<file path="src/rtl/bit_pixel_pkg.sv">
// Shared definitions for the bit-pixel writer and reader: FSM states,
// region tags and the RAM-geometry constant functions.
package bit_pixel_pkg;

  typedef enum logic [1:0] {
    ST_WAIT_SOF = 2'd0,
    ST_WRITING  = 2'd1,
    ST_COMMIT   = 2'd2
  } statetype;

  typedef enum logic [1:0] {
    RG_LEFT   = 2'd0,
    RG_CENTER = 2'd1,
    RG_RIGHT  = 2'd2
  } region_t;

  function automatic int unsigned row_width(input int unsigned tw, input int unsigned cw);
    return 2 * tw + cw;
  endfunction

  function automatic int unsigned third_reads(input int unsigned tw, input int unsigned th);
    return tw * th / 8;
  endfunction

  function automatic int unsigned center_reads(input int unsigned cw, input int unsigned th);
    return cw * th / 8;
  endfunction

endpackage

</file>
<file path="src/rtl/bit_packer.sv">
// Packs a serial 1-bit pixel stream into bytes, first pixel in bit 0.
module bit_packer (
  input  logic       clk,
  input  logic       rst,
  input  logic       i_clear,
  input  logic       i_valid,
  input  logic       i_bit,
  output logic [7:0] o_byte,
  output logic       o_byte_done
);

  logic [7:0] r_shift;
  logic [2:0] r_cnt;
  logic [7:0] w_base;
  logic [2:0] w_cnt;

  // A clear qualified with a valid bit makes that bit the first of a fresh byte.
  always_comb begin
    w_base      = i_clear ? '0 : r_shift;
    w_cnt       = i_clear ? '0 : r_cnt;
    o_byte      = {i_bit, w_base[7:1]};
    o_byte_done = i_valid && (w_cnt == 3'd7);
  end

  always_ff @(posedge clk) begin
    if (rst) begin
      r_shift <= '0;
      r_cnt   <= '0;
    end else if (i_valid) begin
      r_shift <= o_byte;
      r_cnt   <= w_cnt + 3'd1;
    end else if (i_clear) begin
      r_shift <= '0;
      r_cnt   <= '0;
    end
  end

endmodule

</file>
<file path="src/rtl/bit_pixel_writer.sv">
// Packs a binarized raster stream into the double-buffered left, center and
// right bit-pixel RAMs and publishes a completed-frame counter.
module bit_pixel_writer
  import bit_pixel_pkg::*;
#(
  parameter int unsigned third_width  = 240,
  parameter int unsigned third_height = 480,
  parameter int unsigned center_width = 304
) (
  input  logic        pclk,
  input  logic        pclk_reset,
  input  logic        pixel_in,
  input  logic        pixel_valid,
  input  logic        pixel_sof,
  output logic        pixel_ready,
  output logic [3:0]  image_number,
  output logic [15:0] wr_address,
  output logic [7:0]  wr_data,
  output logic        wr_en_left,
  output logic        wr_en_centerleft,
  output logic        wr_en_centerright,
  output logic        wr_en_right,
  output logic        sof_error
);

  localparam int unsigned ROW_W    = row_width(third_width, center_width);
  localparam int unsigned COL_W    = $clog2(ROW_W);
  localparam int unsigned ROW_BITS = (third_height > 1) ? $clog2(third_height) : 1;

  localparam logic [15:0] TR = 16'(third_reads(third_width, third_height));
  localparam logic [15:0] CR = 16'(center_reads(center_width, third_height));
  localparam logic [15:0] TB = 16'(third_width / 8);
  localparam logic [15:0] CB = 16'(center_width / 8);

  localparam logic [COL_W-1:0]    LAST_COL = COL_W'(ROW_W - 1);
  localparam logic [COL_W-1:0]    C_START  = COL_W'(third_width);
  localparam logic [COL_W-1:0]    R_START  = COL_W'(third_width + center_width);
  localparam logic [ROW_BITS-1:0] LAST_ROW = ROW_BITS'(third_height - 1);

  statetype            r_state;
  logic [COL_W-1:0]    r_col;
  logic [ROW_BITS-1:0] r_row;
  logic [15:0]         r_lbase;
  logic [15:0]         r_cbase;
  logic                r_wr_buf;
  logic [3:0]          r_image_number;
  logic                r_ready;
  logic [15:0]         r_addr;
  logic [7:0]          r_data;
  logic                r_en_l;
  logic                r_en_c;
  logic                r_en_r;
  logic                r_sof_error;

  logic        w_accept;
  logic        w_sof;
  logic        w_pk_valid;
  logic        w_byte_done;
  logic [7:0]  w_byte;
  region_t     w_region;
  logic [15:0] w_col_off;
  logic [15:0] w_addr;

  assign w_accept   = pixel_valid && r_ready;
  assign w_sof      = w_accept && pixel_sof;
  // Pixels seen while waiting for a frame start only reach the packer if they carry sof.
  assign w_pk_valid = w_accept && ((r_state == ST_WRITING) || pixel_sof);

  bit_packer u_packer (
    .clk         (pclk),
    .rst         (pclk_reset),
    .i_clear     (w_sof),
    .i_valid     (w_pk_valid),
    .i_bit       (pixel_in),
    .o_byte      (w_byte),
    .o_byte_done (w_byte_done)
  );

  always_comb begin
    w_region  = RG_RIGHT;
    w_col_off = 16'(r_col - R_START);
    if (r_col < C_START) begin
      w_region  = RG_LEFT;
      w_col_off = 16'(r_col);
    end else if (r_col < R_START) begin
      w_region  = RG_CENTER;
      w_col_off = 16'(r_col - C_START);
    end
    // Row bases are kept as running sums so no row multiply is needed.
    if (w_region == RG_CENTER) begin
      w_addr = (r_wr_buf ? CR : '0) + r_cbase + (w_col_off >> 3);
    end else begin
      w_addr = (r_wr_buf ? TR : '0) + r_lbase + (w_col_off >> 3);
    end
  end

  always_ff @(posedge pclk) begin
    if (pclk_reset) begin
      r_state        <= ST_WAIT_SOF;
      r_col          <= '0;
      r_row          <= '0;
      r_lbase        <= '0;
      r_cbase        <= '0;
      r_wr_buf       <= 1'b0;
      r_image_number <= '0;
      r_ready        <= 1'b0;
      r_addr         <= '0;
      r_data         <= '0;
      r_en_l         <= 1'b0;
      r_en_c         <= 1'b0;
      r_en_r         <= 1'b0;
      r_sof_error    <= 1'b0;
    end else begin
      r_en_l      <= 1'b0;
      r_en_c      <= 1'b0;
      r_en_r      <= 1'b0;
      r_sof_error <= 1'b0;

      if (w_byte_done) begin
        r_data <= w_byte;
        r_addr <= w_addr;
        r_en_l <= (w_region == RG_LEFT);
        r_en_c <= (w_region == RG_CENTER);
        r_en_r <= (w_region == RG_RIGHT);
      end

      unique case (r_state)
        ST_WAIT_SOF: begin
          r_ready <= 1'b1;
          if (w_sof) begin
            r_col   <= COL_W'(1);
            r_row   <= '0;
            r_lbase <= '0;
            r_cbase <= '0;
            r_state <= ST_WRITING;
          end
        end
        ST_WRITING: begin
          r_ready <= 1'b1;
          if (w_sof) begin
            r_sof_error <= 1'b1;
            r_col       <= COL_W'(1);
            r_row       <= '0;
            r_lbase     <= '0;
            r_cbase     <= '0;
          end else if (w_accept) begin
            if (r_col == LAST_COL) begin
              r_col <= '0;
              if (r_row == LAST_ROW) begin
                r_ready <= 1'b0;
                r_state <= ST_COMMIT;
              end else begin
                r_row   <= r_row + ROW_BITS'(1);
                r_lbase <= r_lbase + TB;
                r_cbase <= r_cbase + CB;
              end
            end else begin
              r_col <= r_col + COL_W'(1);
            end
          end
        end
        ST_COMMIT: begin
          r_wr_buf       <= ~r_wr_buf;
          r_image_number <= r_image_number + 4'd1;
          r_row          <= '0;
          r_lbase        <= '0;
          r_cbase        <= '0;
          r_ready        <= 1'b1;
          r_state        <= ST_WAIT_SOF;
        end
        default: begin
          r_ready <= 1'b1;
          r_state <= ST_WAIT_SOF;
        end
      endcase
    end
  end

  assign pixel_ready       = r_ready;
  assign image_number      = r_image_number;
  assign wr_address        = r_addr;
  assign wr_data           = r_data;
  assign wr_en_left        = r_en_l;
  assign wr_en_centerleft  = r_en_c;
  assign wr_en_centerright = r_en_c;
  assign wr_en_right       = r_en_r;
  assign sof_error         = r_sof_error;

endmodule

</file>
<file path="config.mk">
export PLATFORM = sky130hd
export DESIGN_NAME = bit_pixel_writer
export DESIGN_NICKNAME = d
export VERILOG_FILES = /design/src/rtl/bit_pixel_pkg.sv /design/src/rtl/bit_packer.sv /design/src/rtl/bit_pixel_writer.sv
export SDC_FILE = /design/constraint.sdc
export NUM_CORES = 1
export LEC_CHECK = 0
export CORE_MARGIN = 2
export CORE_UTILIZATION = 25
export DETAILED_ROUTE_END_ITERATION = 10
export GPL_ROUTABILITY_DRIVEN = 0
export HOLD_SLACK_MARGIN = 0.1
export REMOVE_ABC_BUFFERS = 1
export SYNTH_ARGS = -nofsm -noshare
export SYNTH_HDL_FRONTEND = slang
export SYNTH_SLANG_ARGS = --single-unit
export TNS_END_PERCENT = 5
</file>
<file path="constraint.sdc">
create_clock -name pclk -period 11.3 [get_ports pclk]
set_clock_uncertainty 0.2 [all_clocks]
set_input_delay 2.26 -clock pclk [delete_from_list [all_inputs] [get_ports pclk]]
set_output_delay 2.26 -clock pclk [all_outputs]
set_load 0.05 [all_outputs]
</file>
# Yosys cells after proc, flatten, opt, wreduce, memory -nomap -nowiden
# Index checks and enable logic that the tools add are counted.
# W data, S select, Z words.
[op_classes]
addsub = 12
n_reduce_logical = 14
n_bitwise = 3
order_cmp = 2
muxes = 45
n_eq_ne = 15
[op_table]
columns = ["op", "count"]
rows = [
  ["$mux W16", 12],
  ["$pmux W16 S3", 2],
  ["$mux W9", 5],
  ["$mux W10", 4],
  ["$add A16 B13 Y16", 2],
  ["$pmux W9 S3", 1],
  ["$pmux W10 S2", 1],
  ["$add A14 B16 Y16", 1],
  ["$add A15 B16 Y16", 1],
  ["$add A16 B5 Y16 const B", 1],
  ["$add A16 B6 Y16 const B", 1],
  ["$mux W8", 2],
  ["$mux W15", 1],
  ["$mux W14", 1],
  ["$mux W2", 7],
  ["$sub A10 B10 Y11 const B", 1],
  ["$sub A10 B8 Y11 const B", 1],
  ["$add A10 B1 Y10 const B", 1],
  ["$eq A10 B10 Y1 const B", 1],
  ["$lt A10 B10 Y1 const B", 1],
  ["$lt A10 B8 Y1 const B", 1],
  ["$reduce_and A5 Y1", 2],
  ["$add A9 B1 Y9 const B", 1],
  ["$eq A9 B9 Y1 const B", 1],
  ["20 further kinds", 39],
]
[totals]
elab_cells = 107
reg_bits = 97
output_inout_bits = 34

# Logic depth before layout (Yosys ltp)
# Gate-level depths: netlist (run 1).
[depth]
ltp_word = 7
ltp_mapped = 16
depth_no_buf = 15

# Cells and area by module
# A second synthesis (run 1) with hierarchy kept.
[hier_totals]
hier_cells = 739
hier_area_um2 = 6137.1
[modules_own_cells]
columns = ["module", "cells_each", "instances", "area_per_inst_um2"]
rows = [
  ["bit_pixel_writer", 690, 1, 5617.9],
  ["bit_packer", 49, 1, 519.2],
]

# Least setup slack after synthesis (run 1)
# Ideal clock, no wire load.
[synth_path]
path_type = "input to register"
startpoint = "input port pixel_valid"
endpoint = "register r_addr[11], in the netlist wr_address[11]"
setup_slack_ns = 6.998
arrival_time_ns = 3.987
setup_ns = 0.115
path_buffers = 2
cell_stages = 9
cell_sequence = "nand3_1 -> clkbuf_1 -> and2_1 -> ha_1 -> ha_1 -> o2111a_1 -> buf_1 -> nor2_1 -> a2111oi_0"
[synth_via]
elab_chain_len = 5
word_cells_on_any_way = 6
[synth_rtl]
columns = ["item", "line", "text"]
rows = [
  ["start: declaration", "bit_pixel_writer.sv:13", "input logic pixel_valid,"],
  ["$logic_and A1 B1 Y1 (*)", "bit_pixel_writer.sv:64", "assign w_accept = pixel_valid && r_ready;"],
  ["$logic_and A1 B1 Y1", "bit_pixel_writer.sv:65", "assign w_sof = w_accept && pixel_sof;"],
  ["$mux W3", "bit_packer.sv:20", "w_cnt = i_clear ? '0 : r_cnt;"],
  ["$eq A3 B3 Y1", "bit_packer.sv:22", "o_byte_done = i_valid && (w_cnt == 3'd7);"],
  ["$logic_and A1 B1 Y1 (*)", "bit_packer.sv:22", ""],
  ["end signal: assignment", "bit_pixel_writer.sv:121", "r_addr <= w_addr;"],
  ["end: declaration", "bit_pixel_writer.sv:48", "logic [15:0] r_addr;"],
]
# Every way passes the cells marked *; elsewhere a longest branch is shown, timed or not.
# A chain may end at the register's enable or synchronous reset.

# Worst setup path after layout (run 1)
[layout_path]
startpoint = "input port pixel_sof"
endpoint = "register r_addr[13], in the netlist wr_address[13]"
[layout_via]
elab_chain_len = 4
word_cells_on_any_way = 6
[layout_rtl]
columns = ["item", "line", "text"]
rows = [
  ["start: declaration", "bit_pixel_writer.sv:14", "input logic pixel_sof,"],
  ["$logic_and A1 B1 Y1", "bit_pixel_writer.sv:65", ""],
  ["$mux W3", "bit_packer.sv:20", ""],
  ["$eq A3 B3 Y1", "bit_packer.sv:22", ""],
  ["$logic_and A1 B1 Y1 (*)", "bit_packer.sv:22", ""],
]
# Marked as above.

==> flow_summary.toml, run 1 <==
[worst_hold_path]
hold_path_class = "reg2reg"
hold_path_startpoint = "wr_address[3]"

[synthesis]
synth_xor_area_share_pct = 7.945
synthCells = 730
ys_ff_latch = 95
ys.flop_type = "dfxtp_1"
synth_area_leaders = "dfxtp_1 (32%), ha_1 (12%), a21oi_1 (5.5%)"
synth_area_mm2 = 0.005953
synth_mux_area_share_pct = 1.387
yosys_warnings = 0
synth_fa_ha_area_share_pct = 14.33
synthArstFlopShare_pct = 0
synth_seq_area_share_pct = 31.95
synth_edf_count = 0
synth_top_cell_by_area = "dfxtp_1"
synth_top_area_share_pct = 31.95
synth_compound_gate_area_share_pct = 18.83
synth_top_family_by_area = "simple AND/OR/NAND/NOR gates"
syn-mean-instance-area_um2 = 8.155
synth.distinct_cells = 55
synthSimpleGateAreaFrac_pct = 21.50

[clocking]
numCtsBuffers = 9
htree_levels = 3
cts_resized = 0
cts.sinks = 95
cts_setup_buffers = 0
clk_pin_slew_ns = 0.07
cts_root_buffer = "clkbuf_16"
cts_max_path_buffers = 2
postCtsHoldBufs = 0
cts_tree = "built"
clock_latency_ns = 0.36

[drt]
via_count = 5088
drc = 0
finalWirelength_um = 13790
final_antenna_net_count = 0
met1Wirelength_um = 6731
avgRoutedWirePerCell_um = 12.79
wl_met3_um = 524
met2WireLength_um = 6414
routed_via_density = 4.720
drt_pass1_iterations = 5
drt_iter0_markers = 277
top_layer = "met4"

[setup_path]
cp-startpoint = "pixel_sof"
arrival_ns = 5.04
r2r_start = "r_col[4]"
crit_required_ns = 11.32
crit_type = "in2reg"
critical_path.startpoint_type = "input pin"
critPathCaptureType = "flip-flop"
path_max_fanout = 32

[place]
dp.final_hpwl_um = 10120
dpl.cell_count = 1062
io_buffer_count = 38

[grt]
grt_pass1_wl_um = 23210
antenna_found_initial = 0
grt_max_degree = 58
grt_pass1_vias = 4804
grt_overflow_total = 0
grt_usage_pct = 11.39

[die]
dieArea_mm2 = 0.02506
ios = 39
rows = 56
initial_utilization_pct = 25.44
fp.dieH_um = 158.3
die_x_um = 158.3
core_area_mm2 = 0.02340

[timing]
slew_headroom_pct = 26.58
finalCritPeriodShare_pct = 44.51
setup_violations = 0
setup-tns-final_ns = 0
rsz0062_at_grt = "no"
final_hold_viol_count = 0
worst_slew_pin_slew_ns = 1.101
fmax_mhz = 198.8
period_minus_slack_ns = 5.030
maxSlewViolCount = 0

[layout]
nFillCells = 2558
layout.nets = 823
syn2layout_area_growth_pct = 16.46
fin_cells = 1078
final_layout_size_suffix_gt1_share_pct = 4.611
diodes = 0

[flow_run]
cap_viol_max_count = 0

[power]
ir_drop_v = 0.00008910
power.leakage_nw = 2.742
p_per_area_mw_per_mm2 = 95.84

[status]
outcome = "finished, final reports clean"
[routing by layer]
| metal | GRT usage [%] | vias to the layer above |
|---|---|---|
| li1 | - | 2650 |
| met1 | 15.03 | 2341 |
| met2 | 18.76 | 83 |
| met3 | 2.967 | 14 |
| met4 | 2.402 | 0 |
| met5 | 0 | - |
[critical path, stage by stage]
cell and delay, ns:
clkdlybuf4s50_1 0.63, nand3_1 0.40, and2_1 0.31, ha_1 0.20
ha_1 0.22, o2111a_1 0.14, buf_4 0.24, nand3_1 0.13
mux2i_1 0.07, a2111oi_0 0.43
[Yosys cell counts, types with 7 or more instances]
library cell / number
fa_1: 7
nand4_1: 15
and3_1: 11
or3_1: 17
clkbuf_1: 23
xnor2_1: 27
nand2_1: 63
nor2_1: 84
a21oi_1: 66
a21o_1: 8
and2_1: 9
xor2_1: 27
dfxtp_1: 95
nor3_1: 19
a22oi_1: 7
ha_1: 57
inv_1: 31
o21bai_1: 7
o31ai_1: 7
o21ai_0: 35
nand3_1: 26
[placed cells by master (no fill, tap or decap), types with 11 or more instances in the layout]
cell type / count
nand4_1: 15
ha_1: 57
and3_1: 11
a21oi_1: 66
nor3_1: 19
inv_1: 31
xor2_1: 27
nand3_1: 26
dfxtp_1: 95
xnor2_1: 27
or3_1: 17
clkdlybuf4s50_1: 37
o21ai_0: 35
nand2_1: 63
nor2_1: 84
[report_power, final]
group,leakage [nW],internal [W],switching (W)
sequential,0.766,0.000337,0.00000315
clock,0.132,0.000152,0.000140
combinational,1.84,0.0000101,0.0000216
total,2.74,0.000499,0.000165
[state kept, by name, indices dropped and copies added, names as in the netlist, 2 cells and up]
name and flops:
r_state 2, u_packer.r_cnt 3, r_col 10, wr_data 8, wr_address 16, r_cbase 15
r_row 9, image_number 4, r_lbase 15, u_packer.r_shift 7
[worst paths after layout]
| path | end | slack (ns) | cells past startpoint |
|---|---|---|---|
| min reg2reg | wr_address[3] | 0.26 | 2 |
| max reg2reg | wr_address[13] | 7.14 | 14 |
| max | wr_address[13] | 6.27 | 10 |
| min | wr_address[3] | 0.26 | 2 |
[cell type report]
type	instances	area, µm²	area share, %
Clock buffer	11	232.7	3.357
Clock inverter	5	41.29	0.5956
Inverter	31	116.4	1.678
Multi-Input combinational cell	574	3829	55.22
Sequential cell	95	1902	27.43
Tap cell	319	399.1	5.757
Timing Repair Buffer	43	412.9	5.956
[kinds of logic (layout without fill, tap and decap cells)]
kind of cell             after synthesis  in the layout
buffers and inverters                 62             90
other                                  1              2
flip-flops                            95             95
AO/OA/AOI/OAI                        178            178
adder cells (fa/ha/maj)               64             64
XOR/XNOR                              54             54
multiplexers                           8              8
AND/OR/NAND/NOR                      268            268
[stage by stage]
step | util, % | hold slack (ns) | power (W) | worst slack [ns] | cell area [µm²]
after floorplan | - | 0.2379 | 0.0003669 | 6.307 | 5836
after global routing | 29.62 | 0.2707 | 0.0006899 | 6.051 | 6933
final | 29.62 | 0.2553 | 0.0006645 | 6.271 | 6933
after detailed placement | 28.45 | 0.2471 | 0.0003796 | 5.936 | 6659
after global placement | 28.45 | 0.2443 | 0.0003791 | 6.018 | 6659
after CTS | 29.62 | 0.2592 | 0.0006735 | 6.318 | 6933
Power figures use the tool's default switching activity.
==> run 2: changes to the inputs <==
- clock period: 11.3 -> 4.2 ns (I/O delays scaled with it)
==> flow_summary.toml, run 2 (synthesis results as in run 1) <==
[layout]
nFillCells = 2533
seq_area_mm2 = 0.001903
design_area_mm2 = 0.007020
layout.cells.most_common = "dfxtp_1"
diodes = 0
largest_register_ff_count = 16
final_cell_mix = "dfxtp_1 (94), nor2_1 (84), a21oi_1 (66)"
syn2layout_area_growth_pct = 17.93
layout.nets = 831
final_layout_size_suffix_gt1_share_pct = 6.258
multiInputGateArea_mm2 = 0.003842

[grt]
grt_pass1_vias = 4885
grt_max_degree = 36
grt_pass1_wl_um = 23850
grt_overflow_total = 0
antenna_found_initial = 0
grt_usage_pct = 11.86

[clocking]
clock_latency_ns = 0.36
cts.sinks = 95
cts_max_path_buffers = 2
cts_tree = "built"
cts_root_buffer = "clkbuf_16"
numCtsBuffers = 9
cts_setup_buffers = 0
clk_pin_slew_ns = 0.07
postCtsHoldBufs = 0
cts_resized = 0
htree_levels = 3

[setup_path]
critPathTopFamily = "compound AO/OA/AOI/OAI gates"
crit_chain = "ha_1 > and3_1 > nor2_1 > o22ai_1 > o21ai_0 > ha_1 > ha_1 > a211oi_1 > o211ai_1 > a31oi_2 > o31ai_1 > xnor2_1 > a221oi_1"
arrival_ns = 4.03
crit_required_ns = 4.26
critPathCaptureType = "flip-flop"
crit_path_frequent_cell = "ha_1"
rr_worst_depth = 13
cp.depth = 13
critical_path.startpoint_type = "flip-flop"
crit_type = "reg2reg"
cp_slowest_stage_delay_ns = 0.49
cp_slowest_cell = "a211oi_1"
path_buf_inv = 0
path_max_fanout = 8

[power]
ir_drop_v = 0.0001802
power.leakage_nw = 2.782
p_per_area_mw_per_mm2 = 257.6

[drt]
final_antenna_net_count = 0
finalWirelength_um = 14270
via_count = 5193
routed_via_density = 4.782
drt_pass1_iterations = 4
avgRoutedWirePerCell_um = 13.14
drc = 0
drt_iter0_markers = 377

[timing]
setup_violations = 0
period_minus_slack_ns = 3.970
final_hold_viol_count = 0
setup-tns-final_ns = 0
rsz0062_at_grt = "no"
maxSlewViolCount = 0
worst_slew_pin_slew_ns = 0.8233
fmax_mhz = 251.9
fin_ws_ns = 0.2302
finalCritPeriodShare_pct = 94.52
slew_headroom_pct = 45.00

[place]
pre_cts_ws_ns = 0.2394
io_buffer_count = 38
place_area_mm2 = 0.006719
dp.final_hpwl_um = 10760

[flow_run]
cap_viol_max_count = 0

[die]
initial_utilization_pct = 25.44
die_x_um = 158.3
ios = 39
fp.dieH_um = 158.3
dieArea_mm2 = 0.02506
core_area_mm2 = 0.02340
rows = 56

[worst_hold_path]
min_path_cells = 2
hold_path_class = "reg2reg"

[status]
outcome = "finished, final reports clean"
run 2: path summary, 6_finish.rpt:
| check | start | endpoint | slack, ns |
|---|---|---|---|
| min reg2reg | wr_address[3] | wr_address[3] | 0.26 |
| max reg2reg | r_col[4] | wr_address[14] | 0.23 |
| max | r_col[4] | wr_address[14] | 0.23 |
| min | wr_address[3] | wr_address[3] | 0.26 |
run 2: power breakdown:
part	switching (W)	internal, W
sequential	0.00000806	0.000907
combinational	0.0000586	0.0000283
clock	0.000382	0.000425
total	0.000448	0.00136
run 2: worst min-delay path: stages, from the launching register on:
cell     delay (ns)
dfxtp_1        0.31
nand2_1        0.05
a21oi_1        0.05
run 2: cell type report:
class,count,area share (%)
clock buffer,11,3.457
tap,319,5.685
timing repair buffer,51,6.737
multi-input combinational,574,54.73
inverter,31,1.711
clock inverter,5,0.5703
sequential,95,27.11
run 2: through the flow:
step | total power [W] | instances | util [%] | hold WS (ns)
floorplan | 0.0009872 | 700 | - | 0.2379
global placement | 0.001023 | 1070 | 28.71 | 0.2438
detailed placement | 0.001023 | 1070 | 28.71 | 0.2462
CTS | 0.001836 | 1086 | 29.92 | 0.2593
global route | 0.001883 | 1086 | 30.00 | 0.2766
finish | 0.001808 | 1086 | 30.00 | 0.2565
run 2: routing by layer:
| metal | vias up | track usage, % | wire, µm |
|---|---|---|---|
| met2 | 82 | 19.61 | 6529 |
| met3 | 13 | 2.586 | 480 |
| met1 | 2427 | 15.98 | 7138 |
| li1 | 2671 | - | - |
| met4 | 0 | 2.274 | 119 |
| met5 | - | 0 | 0 |
